$ cat src/rtl/vc_dispatcher.sv
// vc_dispatcher: routes upstream FIFO words to four per-class FIFOs by the top two bits, with head-of-line stall on almost-full.
module vc_dispatcher #(
    parameter int DATA_WIDTH = 12,
    parameter int CNT_WIDTH  = 8
) (
    input  logic                  clk,
    input  logic                  reset,
    input  logic [DATA_WIDTH-1:0] data_in,
    input  logic                  empty_in,
    output logic                  pop_in,
    input  logic                  almost_full_0,
    input  logic                  almost_full_1,
    input  logic                  almost_full_2,
    input  logic                  almost_full_3,
    output logic                  push_0,
    output logic                  push_1,
    output logic                  push_2,
    output logic                  push_3,
    output logic [DATA_WIDTH-1:0] data_out,
    output logic [CNT_WIDTH-1:0]  count_0,
    output logic [CNT_WIDTH-1:0]  count_1,
    output logic [CNT_WIDTH-1:0]  count_2,
    output logic [CNT_WIDTH-1:0]  count_3,
    output logic                  stall
);
    typedef enum logic [1:0] {IDLE, READ, ROUTE, STALL} state_t;
    state_t                state, state_n;
    logic [DATA_WIDTH-1:0] hold_data, hold_n, data_n, word;
    logic [CNT_WIDTH-1:0]  cnt [4];
    logic [3:0]            push, push_n, af_vec;
    logic [1:0]            cls;
    logic                  pop_n, stall_n, deliver;

    assign af_vec = {almost_full_3, almost_full_2, almost_full_1, almost_full_0};
    assign word = (state == STALL) ? hold_data : data_in;
    assign cls = word[DATA_WIDTH-1:DATA_WIDTH-2];
    assign {push_3, push_2, push_1, push_0} = push;
    assign {count_3, count_2, count_1, count_0} = {cnt[3], cnt[2], cnt[1], cnt[0]};

    always_comb begin
        state_n = state;
        pop_n   = 1'b0;
        push_n  = 4'b0;
        stall_n = stall;
        data_n  = data_out;
        hold_n  = hold_data;
        deliver = 1'b0;
        case (state)
            IDLE: begin
                pop_n   = !empty_in;
                state_n = empty_in ? IDLE : READ;
            end
            READ: state_n = ROUTE;
            default: begin
                // Only the addressed destination's flag gates delivery.
                if (!af_vec[cls]) begin
                    deliver = 1'b1;
                    push_n  = 4'b1 << cls;
                    data_n  = word;
                    stall_n = 1'b0;
                    pop_n   = !empty_in;
                    state_n = empty_in ? IDLE : READ;
                end else if (state == ROUTE) begin
                    hold_n  = data_in;
                    stall_n = 1'b1;
                    state_n = STALL;
                end
            end
        endcase
    end

    always_ff @(posedge clk) begin
        if (!reset) begin
            state     <= IDLE;
            pop_in    <= 1'b0;
            push      <= 4'b0;
            stall     <= 1'b0;
            data_out  <= '0;
            hold_data <= '0;
            for (int i = 0; i < 4; i++) cnt[i] <= '0;
        end else begin
            state     <= state_n;
            pop_in    <= pop_n;
            push      <= push_n;
            stall     <= stall_n;
            data_out  <= data_n;
            hold_data <= hold_n;
            if (deliver) cnt[cls] <= cnt[cls] + CNT_WIDTH'(1);
        end
    end
endmodule
$ cat config.mk
export PLATFORM = sky130hd
export DESIGN_NAME = vc_dispatcher
export DESIGN_NICKNAME = d
export VERILOG_FILES = /design/src/rtl/vc_dispatcher.sv
export SDC_FILE = /design/constraint.sdc
export NUM_CORES = 1
export LEC_CHECK = 0
export CAP_MARGIN = 20
export CELL_PAD_IN_SITES_DETAIL_PLACEMENT = 1
export CELL_PAD_IN_SITES_GLOBAL_PLACEMENT = 1
export CORE_MARGIN = 10
export CORE_UTILIZATION = 38
export DETAILED_ROUTE_END_ITERATION = 6
export HOLD_SLACK_MARGIN = 0.02
export PLACE_DENSITY = 0.91
export SYNTH_ARGS = -nofsm -noshare
export SYNTH_HDL_FRONTEND = slang
export SYNTH_SLANG_ARGS = --single-unit
$ cat constraint.sdc
create_clock -name clk -period 3.4 [get_ports clk]
set_input_delay 0.51 -clock clk [delete_from_list [all_inputs] [get_ports clk]]
set_output_delay 0.51 -clock clk [all_outputs]
set_load 0.01 [all_outputs]
# Word-level counts from Yosys, hierarchy flattened
# Memories as Yosys holds them, arrays and structs flattened.
# Index checks and enable logic that the tools add are counted.
[word_totals]
register_bits = 32
in_bits = 19
latch_bits = 0
n_memories = 1
rom_bits = 0
mem_bits_rw = 32
elab_cells = 46
out_inout_bits = 50
[memory_table]
columns = ["memory", "depth", "width", "rd", "rd_ports_with_merged_regs", "write_ports", "line_no", "rtl"]
rows = [
  ["cnt", 4, 8, 5, 0, 4, "29", "logic [CNT_WIDTH-1:0] cnt [4];"],
]
[op_classes]
eq_ne = 5
addsub = 1
bitwise_logic = 3
div_mod_pow = 0
n_shift = 1
mux = 20
reduce_logical = 8
order_cmp = 1
mul = 0
[op_table]
columns = ["operator", "count"]
rows = [
  ["2-to-1 mux 1 bit", 12],
  ["2-to-1 mux 12 bit", 1],
  ["adder 8 x 1 -> 8 bit (second input constant)", 1],
  ["2-to-1 mux 8 bit", 1],
  ["OR reduction 8 bit", 1],
  ["2-to-1 mux 2 bit", 3],
  ["== test 2 bit (second input constant)", 2],
  ["inequality test 4 x 1 -> 1 bit (second input constant)", 1],
  ["case mux 2 bit (2 select lines)", 1],
  ["AND reduction 2 bit", 2],
  ["OR reduction 4 bit", 1],
  ["left shift 1 x 2 -> 4 bit (first input constant)", 1],
  ["< comparator 2 x 3 -> 1 bit (second input constant)", 1],
  ["inverter 1 bit", 3],
  ["AND reduction 3 bit", 1],
  ["binary-select mux 1 bit (select 2 bit)", 1],
  ["== test 2 x 1 -> 1 bit (second input constant)", 1],
  ["zero test 2 bit", 1],
  ["inequality test 2 x 1 -> 1 bit (second input constant)", 1],
  ["case mux 1 bit (2 select lines)", 1],
  ["OR reduction 2 bit", 1],
  ["zero test 1 bit", 1],
]

# Longest topological paths before layout
[logic_depth]
depth_word = 11
mapped_depth = 12
mapped_depth_nobuf = 8

# Least setup slack after synthesis
# No wires, ideal clock.
[synth_path]
path_kind = "input to register"
startpoint = "input data_in[10]"
endpoint = "memory cnt[0][4] (data pin)"
stages = 10
setup_slack_ns = 0.654
path_buffers = 2
arrival_time_ns = 2.478
setup_ns = 0.267
required_time_ns = 3.133
cell_sequence = "a21boi_1 > or2_1 > buf_6 > buf_4 > mux4_2 > ha_1 > inv_1 > nor4_1 > o21ai_0 > nor2_1"
[synth_rtl]
columns = ["item", "line_no", "rtl"]
rows = [
  ["from (decl)", "8", "input logic [DATA_WIDTH-1:0] data_in,"],
  ["to (decl)", "29", ""],
]

==> metrics.txt <==
max incr delay on CP=560 ps; Post-Syn Area=2985 um^2; placed wire-length estimate=6716 um; Post-synth EDFFs=32; post-DR vias/cell=5.506; Static Leak=1.565 nW; clock root buffer=clkbuf_8; Synth async-reset ratio=0%; Rows=32; Die W=108.6 um; Bufs on Longest Clock Path=2; register area share after synthesis=53.65%; nets@finish=375; RSZ-0062 raised after global routing=false; dpl cell area=3772 um^2; Worst EP arrival=3020 ps; die area=11800 um^2; Post-CTS Setup Inserts=0; Core Footprint=7687 um^2; GRT overflow=0; slew margin rel.=61.10%; RePlAce Congestion=0.8648; Final setup viols=0; I/O pin cnt=69; crit path max fanout=11; Max Fclk=340.4 MHz; initial antenna violation count=0; fraction of layout cells with a size suffix above 1=12.50%; fin area=3975 um^2; number of diodes=0; # clock sinks=64; Total GRT Usage=15.74%; P&R area growth vs syn=33.15%; Final Hold Fails=0; Routed Antenna Nets=0; ys flop type=edfxtp_1; Critical Path, Cell by Cell=buf_4, nand2_1, a21o_1, mux4_2, ha_1, inv_1, o31a_1, o21ai_0, nor2_1; Worst-Margin Slew=579.6 ps; setup TNS=0 ps; #FFs+latches synth=64; peak supply drop=0.2419 mV; Final min period=2938 ps; Yosys Warn Count=0; vias in the first global route=2754; largest net degree at the start of global routing=34; # Max-Cap Violations=0; drt first pass iters=4; synth top area cells=edfxtp_1 (32%), dfxtp_1 (21%), mux4_2 (7.5%), nand3_1 (6.0%), nand2_1 (5.2%); worst setup path category=flop to flop; Setup crit end kind=flop; Netlist cell types=40; period utilisation layout=86.41%; initial core utilization=38.83%; most numerous cell in the Yosys netlist=nand2_1; Post-Route WL=9088 um; Synth top area share=32.19%; post-CTS sizing=0; area occupied by multi-input gates=1227 um^2; outcome=finished, final reports clean; worst path bufs/invs=2; H-tree depth=3; Syn Area/Cell=10.51 um^2; FF/Latch Area=1602 um^2; skew final=9.947 ps; CP Launch Type=flop; Synth Net Count=304; TritonCTS clock tree=done; largest area contributor in the netlist=edfxtp_1; Hold Path Class=flop to flop; via count=2544; first-pass GRT wire length=14260 um; DRT iter0 DRCs=105; Worst-path clk slew=70 ps; Synth top cells by count=nand2_1 (41), nand3_1 (36), dfxtp_1 (32), edfxtp_1 (32), nor2_1 (28); Post-Synthesis Cells=284; WP data required=3480 ps; Slew Limit Fails=0; number of fill cells in the layout=869; CTS Hold Bufs=0; CTS buffer count=9; Port Buf Inserts=68; worst skew pair latency=350 ps; Crit path max-delay family=compound AO/OA/AOI/OAI gates; DRC Markers=0; slowest CP cell=dfxtp_1; die height=108.6 um; post-DR wirelength/cell=19.67 um; pwr dens=446.3 nW/um^2; Pwr Total=0.001774 W
## worst paths after layout
kind	slack, ps	start	endpoint	depth (start not counted)
setup reg to reg	460	state[0]$_SDFFE_PN0P_	cnt[1][4]$_SDFFCE_PN0P_	9
hold reg to reg	470	hold_data[10]$_SDFFE_PN0P_	hold_data[10]$_SDFFE_PN0P_	2
hold / removal	470	hold_data[10]$_SDFFE_PN0P_	hold_data[10]$_SDFFE_PN0P_	2
setup / recovery	460	state[0]$_SDFFE_PN0P_	cnt[1][4]$_SDFFCE_PN0P_	9
## stage by stage
step / hold slack, ps / setup slack (ps) / std cells / utilization (%)
floorplan: 439.2 / 654.1 / 284 / -
global placement: 447.2 / 401.4 / 446 / 49.07
detailed placement: 458.8 / 253.4 / 446 / 49.07
CTS: 468.7 / 460.3 / 462 / 51.71
global route: 492.5 / 179.0 / 462 / 51.71
finish: 466.6 / 462.2 / 462 / 51.71
## logic make-up after synthesis
family          synth area share [%]
simple gates                   19.87
fa+ha+maj                     0.4190
buf+inv                        5.239
compound gates                 12.07
flops                          53.65
mux                            7.879
xor+xnor                      0.8803
## layout by cell type, fill, tap and decap left out, types with 9 or more instances in the layout
cell type and instances:
buf_4 14, edfxtp_1 32, nor2_1 28, nand3_1 36
nand2_1 41, mux4_2 10, dfxtp_1 32, clkdlybuf4s50_1 68
a21boi_0 12, clkbuf_8 14, a21oi_1 9, o211a_1 11
## per-layer routing
| layer | track usage, % | routed length (um) |
|---|---|---|
| met5 | 0 | 0 |
| met4 | 7.156 | 170 |
| met3 | 5.074 | 816 |
| met2 | 26.90 | 4514 |
| met1 | 17.56 | 3586 |
## worst register-to-register path, delay by kind of cell, from the launching register on
| kind | cells | cell delay (ps) |
|---|---|---|
| buffers and inverters | 2 | 310 |
| adder cells (fa/ha/maj) | 1 | 210 |
| multiplexers | 1 | 350 |
| AO/OA/AOI/OAI | 3 | 1030 |
| AND/OR/NAND/NOR | 2 | 190 |
| flip-flops | 1 | 560 |
## final cells by class
type / count / share of cell area [%]
Multi-Input combinational cell: 190 / 30.88
Sequential cell: 64 / 40.29
Timing Repair Buffer: 82 / 19.77
Tap cell: 102 / 3.211
Clock inverter: 2 / 0.2518
Inverter: 8 / 0.7554
Clock buffer: 14 / 4.847
## power breakdown
part           leakage [nW]  internal [W]  switching (W)
clock network         0.108      0.000362       0.000293
logic                 0.865      0.000120       0.000131
registers             0.591      0.000841      0.0000270
## sequential cells by signal, indices dropped and copies added, names as in the netlist
| signal | flops |
|---|---|
| push | 4 |
| hold_data | 12 |
| data_out | 12 |
| stall | 1 |
| cnt | 32 |
| pop_in | 1 |
| state | 2 |
Power figures use the tool's default switching activity.
